File: config.mk
export PLATFORM = sky130hd
export DESIGN_NAME = digit_history_viewer
export DESIGN_NICKNAME = d
export VERILOG_FILES = /design/src/rtl/digit_history_pkg.sv /design/src/rtl/seg7_digit_encoder.sv /design/src/rtl/digit_history_viewer.sv
export SDC_FILE = /design/constraint.sdc
export NUM_CORES = 1
export LEC_CHECK = 0
export CELL_PAD_IN_SITES_DETAIL_PLACEMENT = 1
export CELL_PAD_IN_SITES_GLOBAL_PLACEMENT = 2
export CORE_ASPECT_RATIO = 0.7
export CORE_UTILIZATION = 44
export CTS_BUF_LIST = sky130_fd_sc_hd__clkbuf_16
export DETAILED_ROUTE_END_ITERATION = 10
export PLACE_DENSITY = 0.91
export SLEW_MARGIN = 20
export SYNTH_ARGS = -nofsm -noshare
export SYNTH_HDL_FRONTEND = slang
export SYNTH_SLANG_ARGS = --single-unit
File: constraint.sdc
create_clock -name clk -period 14 [get_ports clk]
set_clock_uncertainty 0.1 [all_clocks]
set_input_delay 2.8 -clock clk [delete_from_list [all_inputs] [get_ports clk]]
set_output_delay 2.8 -clock clk [all_outputs]
set_load 0.05 [all_outputs]
File: src/rtl/digit_history_pkg.sv
// Shared widths, FSM states and seven-segment patterns for the digit history viewer.
// Latency: n/a (declarations only).
// Backpressure: n/a.
package digit_history_pkg;

   localparam int DIGIT_W = 4;
   localparam int SEG_W   = 7;

   typedef enum logic [1:0] {
      MAIN  = 2'd0,
      PLAY  = 2'd1,
      PAUSE = 2'd2
   } state_t;

   // Active-low {g,f,e,d,c,b,a}
   localparam logic [SEG_W-1:0] SEG_BLANK = 7'b1111111;
   localparam logic [SEG_W-1:0] SEG_0     = 7'b1000000;
   localparam logic [SEG_W-1:0] SEG_1     = 7'b1111001;
   localparam logic [SEG_W-1:0] SEG_2     = 7'b0100100;
   localparam logic [SEG_W-1:0] SEG_3     = 7'b0110000;
   localparam logic [SEG_W-1:0] SEG_4     = 7'b0011001;
   localparam logic [SEG_W-1:0] SEG_5     = 7'b0010010;
   localparam logic [SEG_W-1:0] SEG_6     = 7'b0000010;
   localparam logic [SEG_W-1:0] SEG_7     = 7'b1111000;
   localparam logic [SEG_W-1:0] SEG_8     = 7'b0000000;
   localparam logic [SEG_W-1:0] SEG_9     = 7'b0010000;

   // Any digit code above 9 renders blank; this one is used for empty window slots.
   localparam logic [DIGIT_W-1:0] DIGIT_BLANK = 4'hF;

endpackage

File: src/rtl/seg7_digit_encoder.sv
// Converts one 4-bit digit into an active-low seven-segment pattern; non-decimal codes blank.
// Latency: purely combinational.
// Backpressure: none.
module seg7_digit_encoder
   import digit_history_pkg::*;
(
   input  logic [DIGIT_W-1:0] digit,
   output logic [SEG_W-1:0]   seg
);

   // Digit-to-segment lookup
   always_comb begin
      seg = SEG_BLANK;
      case (digit)
         4'd0:    seg = SEG_0;
         4'd1:    seg = SEG_1;
         4'd2:    seg = SEG_2;
         4'd3:    seg = SEG_3;
         4'd4:    seg = SEG_4;
         4'd5:    seg = SEG_5;
         4'd6:    seg = SEG_6;
         4'd7:    seg = SEG_7;
         4'd8:    seg = SEG_8;
         4'd9:    seg = SEG_9;
         default: seg = SEG_BLANK;
      endcase
   end

endmodule

File: src/rtl/digit_history_viewer.sv
// Digit entry with a bounded history, a scrolling seven-segment window, auto-play and undo.
// Latency: every event updates registers on the sampling edge; outputs follow one cycle after the pulse.
// Backpressure: none; inputs are pulses and a held-high input acts once per cycle.
module digit_history_viewer
   import digit_history_pkg::*;
#(
   parameter int CHOICE_WIDTH  = 7,
   parameter int BASE_DIGIT    = 3,
   parameter int HISTORY_DEPTH = 16,
   parameter int DISPLAY_NUM   = 4,
   parameter int TICK_CYCLES   = 50_000_000
)
(
   input  logic                                   clk,
   input  logic                                   rst,
   input  logic [CHOICE_WIDTH-1:0]                digit_choice,
   input  logic                                   digit_load,
   input  logic                                   digit_undo,
   input  logic                                   digit_change,
   input  logic                                   mode_change,
   output logic [SEG_W*DISPLAY_NUM-1:0]           display,
   output logic                                   digit_load_indicator,
   output logic [$clog2(HISTORY_DEPTH+1)-1:0]     history_size,
   output logic                                   playing
);

   localparam int SIZE_W = $clog2(HISTORY_DEPTH + 1);
   localparam int IDX_W  = $clog2(HISTORY_DEPTH);
   localparam int TMR_W  = $clog2(TICK_CYCLES);
   localparam logic [SIZE_W-1:0] SIZE_MAX = SIZE_W'(HISTORY_DEPTH);
   localparam logic [TMR_W-1:0]  TMR_LAST = TMR_W'(TICK_CYCLES - 1);

   state_t                    state_q, state_d;
   logic [SIZE_W-1:0]         size_q, size_d;
   logic [SIZE_W-1:0]         idx_q, idx_d;
   logic [TMR_W-1:0]          timer_q, timer_d;
   logic                      ind_q, ind_d;
   logic [CHOICE_WIDTH-1:0]   cap_q, cap_d;
   logic [DIGIT_W-1:0]        hist_q [HISTORY_DEPTH];
   logic [DIGIT_W-1:0]        enc_digit;
   logic                      push;
   logic                      pop;

   // Window step: move one slot deeper, wrapping to the newest once past the valid entries.
   function automatic logic [SIZE_W-1:0] wrap_next(input logic [SIZE_W-1:0] idx,
                                                   input logic [SIZE_W-1:0] size);
      logic [SIZE_W:0] inc;
      inc = {1'b0, idx} + (SIZE_W+1)'(1);
      return (inc >= {1'b0, size}) ? '0 : inc[SIZE_W-1:0];
   endfunction

   // Highest set choice bit selects the digit; later iterations override lower bits.
   always_comb begin
      enc_digit = '0;
      for (int i = 0; i < CHOICE_WIDTH; i++) begin
         if (digit_choice[i]) enc_digit = DIGIT_W'(BASE_DIGIT + i);
      end
   end

   // Next-state for FSM, counters and indicator; only the highest-priority pulse acts.
   always_comb begin
      state_d = state_q;
      size_d  = size_q;
      idx_d   = idx_q;
      timer_d = timer_q;
      ind_d   = ind_q;
      cap_d   = cap_q;
      push    = 1'b0;
      pop     = 1'b0;

      // Auto-scroll timer runs whenever the registered state is PLAY.
      if (state_q == PLAY) begin
         if (timer_q == TMR_LAST) begin
            timer_d = '0;
            idx_d   = wrap_next(idx_q, size_q);
         end else begin
            timer_d = timer_q + TMR_W'(1);
         end
      end

      // Indicator drops once the operator moves off the loaded choice; a load below re-arms it.
      if (state_q == MAIN && digit_choice != cap_q) ind_d = 1'b0;

      if (mode_change) begin
         state_d = (state_q == MAIN) ? PLAY : MAIN;
         idx_d   = '0;
         timer_d = '0;
         ind_d   = 1'b0;
      end else if (digit_load) begin
         if (state_q == MAIN && digit_choice != '0) begin
            push   = 1'b1;
            size_d = (size_q == SIZE_MAX) ? size_q : size_q + SIZE_W'(1);
            idx_d  = '0;
            ind_d  = 1'b1;
            cap_d  = digit_choice;
         end
      end else if (digit_undo) begin
         if (state_q == MAIN && size_q != '0) begin
            pop    = 1'b1;
            size_d = size_q - SIZE_W'(1);
            idx_d  = '0;
            ind_d  = 1'b0;
         end
      end else if (digit_change) begin
         case (state_q)
            MAIN:    idx_d   = wrap_next(idx_q, size_q);
            PLAY:    state_d = PAUSE;
            PAUSE:   state_d = PLAY;
            default: state_d = MAIN;
         endcase
      end
   end

   // Control registers
   always_ff @(posedge clk) begin
      if (rst) begin
         state_q <= MAIN;
         size_q  <= '0;
         idx_q   <= '0;
         timer_q <= '0;
         ind_q   <= 1'b0;
         cap_q   <= '0;
      end else begin
         state_q <= state_d;
         size_q  <= size_d;
         idx_q   <= idx_d;
         timer_q <= timer_d;
         ind_q   <= ind_d;
         cap_q   <= cap_d;
      end
   end

   // History shift array: push inserts at slot 0 (oldest falls off), pop drops slot 0.
   always_ff @(posedge clk) begin
      if (rst) begin
         for (int i = 0; i < HISTORY_DEPTH; i++) hist_q[i] <= '0;
      end else if (push) begin
         hist_q[0] <= enc_digit;
         for (int i = 1; i < HISTORY_DEPTH; i++) hist_q[i] <= hist_q[i-1];
      end else if (pop) begin
         for (int i = 0; i < HISTORY_DEPTH - 1; i++) hist_q[i] <= hist_q[i+1];
      end
   end

   // Window positions: slot index+k when it holds a valid entry, otherwise blank.
   for (genvar k = 0; k < DISPLAY_NUM; k++) begin : g_pos
      logic [SIZE_W:0]    slot;
      logic [DIGIT_W-1:0] digit;
      assign slot  = {1'b0, idx_q} + (SIZE_W+1)'(k);
      assign digit = (slot < {1'b0, size_q}) ? hist_q[slot[IDX_W-1:0]] : DIGIT_BLANK;
      seg7_digit_encoder u_enc (
         .digit (digit),
         .seg   (display[SEG_W*k +: SEG_W])
      );
   end

   assign digit_load_indicator = ind_q;
   assign history_size         = size_q;
   assign playing              = (state_q == PLAY);

endmodule

# == After elaboration in Yosys (flattened, before gate mapping) ==
# Memory sizes are Yosys's and may differ from the RTL's. A register that Yosys moved wholly into a read port is not among the register bits.
# Index checks and enable logic that the tools add are counted.
# word_totals
in_bits,13
rom_bits,448
ramBits,64
elab_cells,162
out_inout_bits,35
mem_count,5
reg_bits,46
# mem_list
memory,depth,width,read_ports,rd_ports_with_merged_regs,write_ports,line_no,text
(no name shown),16,7,1,0,0,seg7_digit_encoder.sv:14,case (digit)
(no name shown),16,7,1,0,0,seg7_digit_encoder.sv:14,
(no name shown),16,7,1,0,0,seg7_digit_encoder.sv:14,
(no name shown),16,7,1,0,0,seg7_digit_encoder.sv:14,
hist_q,16,4,20,1,16,digit_history_viewer.sv:39,logic [DIGIT_W-1:0] hist_q [HISTORY_DEPTH];
# op_classes
bitwise_logic,32
n_reduce_logical,13
addsub,6
muxes,85
eq_ne,10
n_lt_le_gt_ge,5
# op_table
cell,n
4-bit 2-to-1 mux,42
5-bit 2-to-1 mux,14
1-bit OR,31
"26-bit by 1-bit adder with 26-bit output, second input constant",1
"26-bit equality test, second input constant",1
26-bit 2-to-1 mux,1
1-bit 2-to-1 mux,22
6-bit by 5-bit < comparator with 1-bit output,3
"5-bit by 2-bit adder with 6-bit output, second input constant",2
2-bit 2-to-1 mux,5
7-bit inequality test,1
7-bit nonzero test,1
"5-bit by 1-bit adder with 6-bit output, second input constant",1
6-bit by 5-bit greater-or-equal comparator with 1-bit output,1
"2-bit by 1-bit inequality test with 1-bit output, second input constant",3
2-bit one-hot mux with 3 select lines,1
2-bit nonzero test,3
"5-bit by 1-bit adder with 5-bit output, second input constant",1
"5-bit equality test, second input constant",1
5-bit < comparator,1
5-bit AND reduction,1
5-bit nonzero test,1
"5-bit by 1-bit subtractor with 5-bit output, second input constant",1
"2-bit inequality test, second input constant",2
other kinds (8),10

# == Depth between registers and ports, before layout ==
# Gate-level depths: netlist (run 1).
# logic_depth
ltp_word,11
mapped_depth,19
ltp_nobuf,15

# == Hierarchy ==
# A second synthesis (run 1) with hierarchy kept.
# unflattened
hier_cells,732
area_unflattened_um2,8264.2
# by_module_without_submodules
module,area_each_um2,cells_each,instances
digit_history_viewer,7452.1,611,1
seg7_digit_encoder at g_pos[0].u_enc ...,203.9,30,3
seg7_digit_encoder at g_pos[3].u_enc,200.2,31,1

# == Worst setup path after synthesis (run 1) ==
# Ideal clock, no wire load.
# synth_timing
path_type,reg2out
startpoint,register idx_q[1]
endpoint,output port display[15]
arrival_ns,4.249
path_slack_ns,6.851
required_time_ns,11.100
path_stages_with_launch,16
path_cell_list,dfxtp_1 buf_2 clkinv_1 ha_1 clkbuf_1 inv_1 ha_1 o21a_1 o21a_1 o21ai_0 and2_1 clkbuf_1 nand2_1 ha_1 nor2b_1 o21ai_0
# synth_between
elab_chain_len,4
# synth_rtl
item,line_no,text
"start, declared",digit_history_viewer.sv:35,"logic [SIZE_W-1:0] idx_q, idx_d;"
"start signal, assigned",digit_history_viewer.sv:126,idx_q <= idx_d;
5-bit by 2-bit adder with 6-bit output *,digit_history_viewer.sv:149,"assign slot = {1'b0, idx_q} + (SIZE_W+1)'(k);"
memory 16 x 4 bit or 6-bit by 5-bit < comparator with 1-bit output (tied branches),n/a,
4-bit 2-to-1 mux *,digit_history_viewer.sv:150,"assign digit = (slot < {1'b0, size_q}) ? hist_q[slot[IDX_W-1:0]] : DIGIT_BLANK;"
memory 16 x 7 bit *,n/a,
"end, declared",digit_history_viewer.sv:21,"output logic [SEG_W*DISPLAY_NUM-1:0] display,"
# Every way passes the cells marked *; elsewhere a longest branch is shown, timed or not.

# == Final worst setup path (run 1) ==
# layout_timing
startpoint,register idx_q[0]
endpoint,output port display[27]
# The elaborated chain is that of the path after synthesis.

==> results by group, run 1 <==
Synthesis
  – Ys flop type: edfxtp_1
  – Synth Area per Inst: 10.53 sq um
  – Post-synth EDFFs: 60
  – Register area share after synthesis: 33.36%
  – Synth async-reset ratio: 0%
  – Largest cells by area after synthesis: edfxtp_1 (21%), mux4_2 (15%), dfxtp_1 (12%), ha_1 (6.9%), a22o_1 (5.9%)
  – Synth cell types: 77
  – Yosys warning count: 0
  – #FFs+latches synth: 110
  – Synth top area share: 21.45%
  – Syn Nets: 858
  – Mapped Cells: 798
  – Post-Syn Area: 0.008401 sq mm
  – Cell with the most instances after synthesis: nor2_1
  – Most frequent cells after synthesis: nor2_1 (98), edfxtp_1 (60), a22o_1 (57)
  – Cell taking the most area after synthesis: edfxtp_1

Place
  – Hpwl dp: 17400 microns
  – IO Port Bufs: 47
  – GP Congestion: 0.8877
  – DP Area: 0.009014 sq mm

Timing
  – Fin crit period: 8.181 ns
  – Fin crit share: 58.44%
  – Final setup vio count: 0
  – Setup_tns: 0 ns
  – Actual slew at the worst max-slew pin: 1.091 ns
  – RSZ-0062 raised after global routing: no
  – Pins over their slew limit: 0
  – Slew Limit Headroom: 27.29%
  – Final hold violations: 0
  – Fmax: 122.2 MHz

Clock tree
  – CTS tree: yes
  – Clk root buf: clkbuf_16
  – Clk buf depth: 2
  – # Post-CTS Setup Buffers: 0
  – Worst-skew pair later-pin latency: 0.36 ns
  – H-tree depth: 3
  – Post_cts resized: 0
  – Clock Pin Slew Worst Setup and Hold Paths: 0.08 ns
  – CTS buffer count: 9
  – # clock sinks: 110
  – Post-CTS Hold Buffers: 0

Finish
  – Fin util: 50.62%
  – Area taken by flip-flops and latches: 0.002806 sq mm
  – Area occupied by multi-input gates: 0.005250 sq mm
  – N_diodes: 0
  – P&R area growth vs syn: 10.66%
  – Layout cell share with drive strength beyond 1: 14.04%
  – Fillers: 1982
  – Design area: 0.009296 sq mm
  – Nets@finish: 881

Pwr
  – Maximum vdd ir drop: 0.05396 mV
  – Lkg Pwr: 3.454 nW
  – Pwr/cell area: 107.7 mW/mm^2

Die
  – Number of core rows: 41
  – Total core area: 0.01837 sq mm
  – Io pins: 48
  – Die area: 0.01966 sq mm
  – Die H: 117.6 microns
  – Die width: 167.2 microns
  – Initial Utilization: 45.74%

Critical path
  – Reg2reg path depth: 11
  – CP Data Arrival Time: 5.28 ns
  – Required time of the critical path: 11.10 ns
  – Worst path slowest cell: clkdlybuf4s50_1
  – Most used cell, CP: ha_1
  – Startpoint Class: flip-flop
  – Critical-path cell list: inv_1 -> ha_1 -> xor2_2 -> inv_2 -> ha_1 -> o21a_1 -> o21a_1 -> o21ai_0 -> nand2_1 -> nor2_1 -> inv_1 -> ha_1 -> nor2_1 -> o21ai_0 -> a21o_1 -> clkdlybuf4s50_1
  – CP top delay family: buffers and inverters
  – Worst Path Max Fanout: 15
  – CP Class: reg2out
  – Buf/Inv on CP: 4
  – Cell depth of the worst setup path: 16
  – Biggest cell delay along the critical path: 0.70 ns
  – Crit path capture type: primary output

Drt
  – Post-route DRC: 0
  – First-iteration detailed-routing DRC count: 477
  – Drt via density: 6.488
  – Drt first pass iters: 4
  – Detailed Route WL: 24330 microns
  – Routed Antenna Nets: 0
  – Drt wl/cell: 22.91 microns
  – Vias post-DR: 6890

GRT
  – First-pass GRT wire length: 39160 microns
  – Global Route Usage Sum: 25.47%
  – Largest net degree at the start of global routing: 74
  – Initial antenna violation count: 1
  – Grt total ovfl: 0
  – Vias in the first global route: 6959

Run status
  – Outcome: completed

Min path
  – WHS Path Cells: 2
  – Hold Path Class: reg2reg

Run
  – Max Cap Viol: 0
==> metal layers <==
layer,up-vias,global-route usage [%],wire length [microns]
met5,-,0,16
met4,2,6.537,410
met3,39,5.514,1960
met2,276,38.91,10980
met1,3518,36.53,10960
li1,3055,-,-
==> final timing paths <==
kind	from	end	slack, ns
setup / recovery	idx_q[0]$_SDFF_PP0_	display[27]	5.82
hold / removal	cap_q[4]$_SDFFE_PP0P_	cap_q[4]$_SDFFE_PP0P_	0.42
setup reg to reg	idx_q[0]$_SDFF_PP0_	idx_q[3]$_SDFF_PP0_	10.38
hold reg to reg	cap_q[4]$_SDFFE_PP0P_	cap_q[4]$_SDFFE_PP0P_	0.42
==> through the flow <==
step | setup WS (ns) | hold slack (ns) | cells | power (mW)
5_1_grt | 5.476 | 0.4630 | 1062 | 1.047
3_5_place_dp | 6.231 | 0.4061 | 1046 | 0.7521
4_1_cts | 5.842 | 0.4254 | 1062 | 1.006
3_3_place_gp | 6.482 | 0.3930 | 1046 | 0.7353
6_report | 5.819 | 0.4193 | 1062 | 1.002
2_1_floorplan | 6.851 | 0.3792 | 798 | 0.6398
==> placed cells by master, fill, tap and decap left out, types with 10 or more instances in the layout <==
cell type        Yosys  final
xnor2_1             20     20
nor2b_1             13     12
o21ai_0             12     12
edfxtp_1            60     60
a21o_1              13     13
dfxtp_1             50     49
clkdlybuf4s50_1      0     47
mux4_2              56     56
nand2_1             50     50
inv_1               25     26
mux2_2              10     10
buf_4                3     11
nand3_1             14     14
a22o_1              57     57
xor2_1              24     24
ha_1                46     46
a21oi_1             31     31
nand4_1             12     12
mux2i_1             37     37
nor2_1              98     97
==> area by class of cell <==
class                      count  share of cell area (%)
multi-input combinational    613                   56.47
clock inverter                 7                  0.6191
inverter                      29                   1.171
clock buffer                   9                   2.423
tap                          236                   3.176
timing repair buffer          58                   5.949
sequential                   110                   30.19
==> worst min-delay path, stage by stage (launching register included) <==
cell	delay [ns]
dfxtp_1	0.35
mux2i_1	0.07
nor2_1	0.07
==> cells by family (layout without fill, tap and decap cells) <==
kind of cell / after synthesis / in the layout / share of synthesized area (%)
compound gates: 168 / 168 / 14.91
xor+xnor: 46 / 46 / 4.975
fa+ha+maj: 47 / 47 / 7.090
buf+inv: 75 / 103 / 4.319
flops: 110 / 110 / 33.36
mux: 106 / 106 / 21.21
simple gates: 246 / 246 / 14.13
==> power breakdown <==
group / switching, mW / internal [mW] / leakage, nW
Clock: 0.127 / 0.124 / 0.145
Sequential: 0.0341 / 0.364 / 1.04
Combinational: 0.221 / 0.131 / 2.27
==> flip-flops by register name, summed over array words and instances (netlist names) <==
signal and cells:
history_size 5, timer_q 26, state_q 2, idx_q 5
hist_q 64, digit_load_indicator 1, cap_q 7
Power figures use the tool's default switching activity.
==> inputs of run 2 (changes only) <==
Settings changed: CORE_UTILIZATION 44 to 37, PLACE_DENSITY 0.91 to 0.82.
Clock period 14 ns to 6.9 ns, I/O delays scaled along.
==> run 2 against run 1 <==
- routed wire length decreased by 1.6%
- cell count increased by 4.8%
- clock power grew 110%
- critical endpoint is now display[21]
- largest cell class unchanged
==> results by group, run 2 (same netlist as run 1, synthesis figures left out) <==
Drt
  – Detailed Route WL: 23940 microns
  – First-iteration detailed-routing DRC count: 498
  – Vias post-DR: 6661
  – Routed Antenna Nets: 0
  – Drt via density: 5.985
  – Drt first pass iters: 5
  – Drt wl/cell: 21.51 microns
  – Post-route DRC: 0

Place
  – GP Congestion: 0.8512
  – DP Area: 0.009159 sq mm
  – IO Port Bufs: 47
  – Place WS: 0.9935 ns
  – Hpwl dp: 17500 microns

Timing
  – Final WS setup: 0.5668 ns
  – Actual slew at the worst max-slew pin: 1.073 ns
  – Hold_ws: 0.4219 ns
  – Setup_tns: 0 ns
  – Fmax: 157.9 MHz
  – Fin crit share: 91.78%
  – Fin crit period: 6.333 ns
  – Pins over their slew limit: 0
  – Slew Limit Headroom: 27.56%
  – Final setup vio count: 0
  – Final hold violations: 0
  – RSZ-0062 raised after global routing: no

Min path
  – Hold Path Class: reg2reg
  – WHS Path Cells: 2

GRT
  – Met3 usage: 3.665%
  – Met1 Resource Use GR: 33.09%
  – Met2 Track Usage GR: 31.15%
  – Most Used Layer, Global Route: met1
  – Global Route Usage Sum: 21.40%
  – Vias in the first global route: 6492
  – Initial antenna violation count: 0
  – Largest net degree at the start of global routing: 44
  – First-pass GRT wire length: 38320 microns
  – Grt total ovfl: 0

Die
  – Io pins: 48
  – Die H: 128.1 microns
  – Total core area: 0.02196 sq mm
  – Initial Utilization: 38.26%
  – Number of core rows: 45
  – Die area: 0.02332 sq mm
  – Die width: 182.1 microns

Clock tree
  – Post_cts resized: 0
  – # clock sinks: 110
  – CTS tree: yes
  – Worst-skew pair later-pin latency: 0.37 ns
  – Clock Pin Slew Worst Setup and Hold Paths: 0.08 ns
  – Clk buf depth: 2
  – CTS buffer count: 9
  – Clk root buf: clkbuf_16
  – H-tree depth: 3
  – Post-CTS Hold Buffers: 0
  – # Post-CTS Setup Buffers: 0

Pwr
  – Comb pwr share: 35.3%
  – Clock network fraction of design power: 26.0%
  – Switching pwr: 0.7723 mW
  – Maximum vdd ir drop: 0.1653 mV
  – Lkg Pwr: 3.516 nW
  – Sequential share of power: 38.8%
  – Pwr/cell area: 220.2 mW/mm^2
  – Sw Ratio: 37.09%
  – Internal power: 1.310 mW

Critical path
  – Startpoint Class: flip-flop
  – Crit path capture type: primary output
  – CP Class: reg2out
  – Worst Path Max Fanout: 32
  – CP Data Arrival Time: 4.85 ns
  – Required time of the critical path: 5.42 ns
  – Reg2reg path depth: 12

Run status
  – Outcome: completed

Finish
  – Layout cell share with drive strength beyond 1: 16.13%
  – Most common cell after layout, fill and taps aside: nor2_1
  – Fin util: 43.05%
  – Max reg flops: 64
  – N_diodes: 0
  – P&R area growth vs syn: 12.54%
  – Top reg by flops: hist_q
  – Top flop regs: hist_q (64), timer_q (26), cap_q (7)
  – Most frequent cells in the layout: nor2_1 (96), edfxtp_1 (60), a22o_1 (57), mux4_2 (56), nand2_1 (50)
  – Nets@finish: 886
  – Design area: 0.009454 sq mm

Run
  – Max Cap Viol: 0
-- run 2: changes by cell type in the layout (fill, tap and decap cells not counted), sizes merged --
cell / delta
bufinv: +1
buf: +19
clkdlybuf4s50: -14
inv: -3
clkinv: +2
-- run 2: power groups by stage --
| stage | logic (mW) | clock network (mW) | registers (mW) |
|---|---|---|---|
| 5_1_grt | 0.788 | 0.578 | 0.814 |
| 2_1_floorplan | 0.498 | 0 | 0.800 |
| 3_5_place_dp | 0.732 | 0 | 0.820 |
| 6_report | 0.734 | 0.541 | 0.807 |
| 4_1_cts | 0.736 | 0.557 | 0.805 |
| 3_3_place_gp | 0.726 | 0 | 0.817 |
-- run 2: layer usage --
| metal | vias to the layer above | wire length (microns) |
|---|---|---|
| met4 | 0 | 165 |
| met3 | 10 | 1353 |
| li1 | 3066 | - |
| met2 | 195 | 10030 |
| met1 | 3390 | 12400 |
| met5 | - | 0 |
-- run 2: final timing paths --
path	start	endpoint	slack, ns
max	idx_q[0]$_SDFF_PP0_	display[21]	0.57
min	cap_q[2]$_SDFFE_PP0P_	cap_q[2]$_SDFFE_PP0P_	0.42
max reg2reg	idx_q[1]$_SDFF_PP0_	idx_q[3]$_SDFF_PP0_	3.29
min reg2reg	cap_q[2]$_SDFFE_PP0P_	cap_q[2]$_SDFFE_PP0P_	0.42
-- run 2: final cells by class --
type | instances | area [sq um]
clock inverters | 7 | 70.07
flip-flops and latches | 110 | 2806
repair buffers | 63 | 643.1
multi-input cells | 613 | 5248
clock buffers | 9 | 225.2
inverters | 29 | 108.9
fillers | 2453 | 12500
well taps | 282 | 352.8
-- run 2: worst max-delay path: stages (launching register included) --
cell	delay, ns
dfxtp_4	0.66
inv_1	0.43
ha_1	0.43
buf_4	0.27
inv_1	0.18
ha_1	0.30
nor2b_1	0.13
o21a_1	0.16
o21a_1	0.17
o21ai_0	0.24
nand2_1	0.24
nor2_1	0.32
inv_1	0.11
ha_1	0.19
nor2_1	0.12
o21ai_0	0.11
a21o_1	0.21
buf_4	0.18
-- run 2: through the flow --
| stage | power (mW) | cells |
|---|---|---|
| 2_1_floorplan | 1.298 | 798 |
| 3_3_place_gp | 1.543 | 1097 |
| 3_5_place_dp | 1.552 | 1097 |
| 4_1_cts | 2.098 | 1113 |
| 5_1_grt | 2.179 | 1113 |
| 6_report | 2.082 | 1113 |
==> inputs of run 3 (changes only) <==
Settings changed: CELL_PAD_IN_SITES_DETAIL_PLACEMENT 1 to default, CELL_PAD_IN_SITES_GLOBAL_PLACEMENT 2 to default, CORE_UTILIZATION 37 to 55, CTS_CLUSTER_DIAMETER from default to 120, GPL_ROUTABILITY_DRIVEN from default to 0, PLACE_DENSITY 0.82 to 0.81.
==> run 3 against run 2 <==
- register-to-register slack lost 0.08 ns
- first-iteration DRC count grew 32%
- routed wire length shrank 14%
- global-route usage grew 5.7 points
- maximum frequency grew 3.2%
- critical path type unchanged
- critical endpoint is now display[14]
- largest cell class unchanged
- highest routed layer unchanged
==> results by group, run 3 (same netlist as run 1, synthesis figures left out) <==
Clock tree
  – Clk root buf: clkbuf_16
  – Clk buf depth: 2
  – # Post-CTS Setup Buffers: 0
  – CTS buffer count: 9
  – CTS tree: yes
  – H-tree depth: 3
  – Post_cts resized: 0
  – Post-CTS Hold Buffers: 0
  – # clock sinks: 110
  – Clock Pin Slew Worst Setup and Hold Paths: 0.08 ns
  – Worst-skew pair later-pin latency: 0.37 ns

Critical path
  – CP Data Arrival Time: 4.66 ns
  – Worst Path Max Fanout: 13
  – Critical-path cell list: clkinv_1 -> ha_1 -> inv_1 -> ha_1 -> o21a_1 -> o21a_1 -> o21ai_0 -> and2_1 -> nand2_1 -> inv_1 -> ha_1 -> mux2_4 -> nor2_4 -> o21ai_1 -> clkdlybuf4s50_1
  – Startpoint Class: flip-flop
  – Reg2reg path depth: 11
  – CP top delay family: buffers and inverters
  – Worst path slowest cell: clkdlybuf4s50_1
  – Required time of the critical path: 5.42 ns
  – Buf/Inv on CP: 4
  – CP Class: reg2out
  – Cell depth of the worst setup path: 15
  – Biggest cell delay along the critical path: 0.81 ns
  – Crit path capture type: primary output
  – Most used cell, CP: ha_1

Timing
  – Setup_tns: 0 ns
  – Fin crit share: 88.96%
  – Final setup vio count: 0
  – Fin crit period: 6.138 ns
  – RSZ-0062 raised after global routing: no
  – Actual slew at the worst max-slew pin: 1.024 ns
  – Pins over their slew limit: 0
  – Fmax: 162.9 MHz
  – Slew Limit Headroom: 31.54%
  – Final hold violations: 0

Die
  – Io pins: 48
  – Die H: 105.4 microns
  – Number of core rows: 37
  – Die width: 149.7 microns
  – Total core area: 0.01481 sq mm
  – Initial Utilization: 56.71%
  – Die area: 0.01578 sq mm

Finish
  – Top reg by flops: hist_q
  – P&R area growth vs syn: 11.20%
  – Most frequent cells in the layout: nor2_1 (97), edfxtp_1 (60), a22o_1 (57), mux4_2 (56), nand2_1 (50)
  – Max reg flops: 64
  – Nets@finish: 884
  – N_diodes: 0
  – Most common cell after layout, fill and taps aside: nor2_1
  – Layout cell share with drive strength beyond 1: 16.16%
  – Fillers: 1189
  – Top flop regs: hist_q (64), timer_q (26), cap_q (7)

Pwr
  – Power Total: 2.075 mW
  – Maximum vdd ir drop: 0.1356 mV
  – Pwr/cell area: 222.1 mW/mm^2
  – Lkg Pwr: 3.511 nW

Drt
  – Vias post-DR: 6745
  – Detailed Route WL: 20540 microns
  – Drt first pass iters: 5
  – Drt wl/cell: 20.06 microns
  – Routed Antenna Nets: 0
  – Post-route DRC: 0
  – Drt via density: 6.587
  – First-iteration detailed-routing DRC count: 656

GRT
  – Initial antenna violation count: 0
  – Vias in the first global route: 6286
  – First-pass GRT wire length: 33510 microns
  – Global Route Usage Sum: 27.15%
  – Largest net degree at the start of global routing: 61
  – Grt total ovfl: 0

Min path
  – Hold Path Class: reg2reg
  – WHS Path Cells: 2

Run
  – Max Cap Viol: 0

Place
  – Hpwl dp: 14430 microns
  – IO Port Bufs: 47

Run status
  – Outcome: completed
run 3: changes by cell type in the layout (fill, tap and decap cells not counted), sizes merged:
| cell | delta |
|---|---|
| inv | +2 |
| buf | -2 |
| clkinv | -1 |
| bufinv | -1 |
run 3: worst paths after layout:
path,from,end,slack [ns]
worst min register to register,cap_q[0]$_SDFFE_PP0P_,cap_q[0]$_SDFFE_PP0P_,0.42
worst max register to register,idx_q[0]$_SDFF_PP0_,idx_q[1]$_SDFF_PP0_,3.21
worst min-delay path,cap_q[0]$_SDFFE_PP0P_,cap_q[0]$_SDFFE_PP0P_,0.42
worst max-delay path,idx_q[1]$_SDFF_PP0_,display[14],0.76
run 3: where the power goes:
group | total (mW) | internal [mW] | switching, mW
Sequential | 0.805 | 0.738 | 0.0669
Clock | 0.548 | 0.263 | 0.286
Combinational | 0.721 | 0.287 | 0.434
run 3: cell type report:
| type | instances | area (sq um) | share of cell area [%] |
|---|---|---|---|
| repair buffers | 61 | 628.1 | 6.724 |
| well taps | 195 | 244.0 | 2.612 |
| clock inverters | 7 | 83.83 | 0.8974 |
| flip-flops and latches | 110 | 2806 | 30.04 |
| inverters | 29 | 108.9 | 1.165 |
| clock buffers | 9 | 225.2 | 2.411 |
| multi-input cells | 613 | 5245 | 56.15 |
run 3: through the flow:
step	std cells	setup WS [ns]	utilization, %	area (sq um)	hold slack [ns]
after floorplan	798	1.171	-	8401	0.3792
after global placement	1008	1.374	60.97	9032	0.3950
after detailed placement	1008	1.252	60.97	9032	0.4065
after CTS	1024	0.8318	63.06	9341	0.4280
after global routing	1024	0.4913	63.06	9341	0.4616
final	1024	0.7619	63.06	9341	0.4221
run 3: per-layer routing:
metal | GRT usage, % | wire, microns | vias up
li1 | - | - | 3062
met1 | 38.75 | 8745 | 3263
met2 | 40.28 | 9345 | 382
met3 | 6.710 | 2041 | 38
met4 | 8.730 | 409 | 0
met5 | 0 | 0 | -
run 3: worst reg2reg max path, stage by stage, from the launching register on:
cell,delay (ns)
dfxtp_4,0.70
buf_4,0.56
nand2_1,0.14
xor2_1,0.28
inv_2,0.20
ha_1,0.34
nand3_1,0.10
o21ai_0,0.09
nand3b_1,0.32
nor2_1,0.35
a22oi_1,0.14
nor3_1,0.27
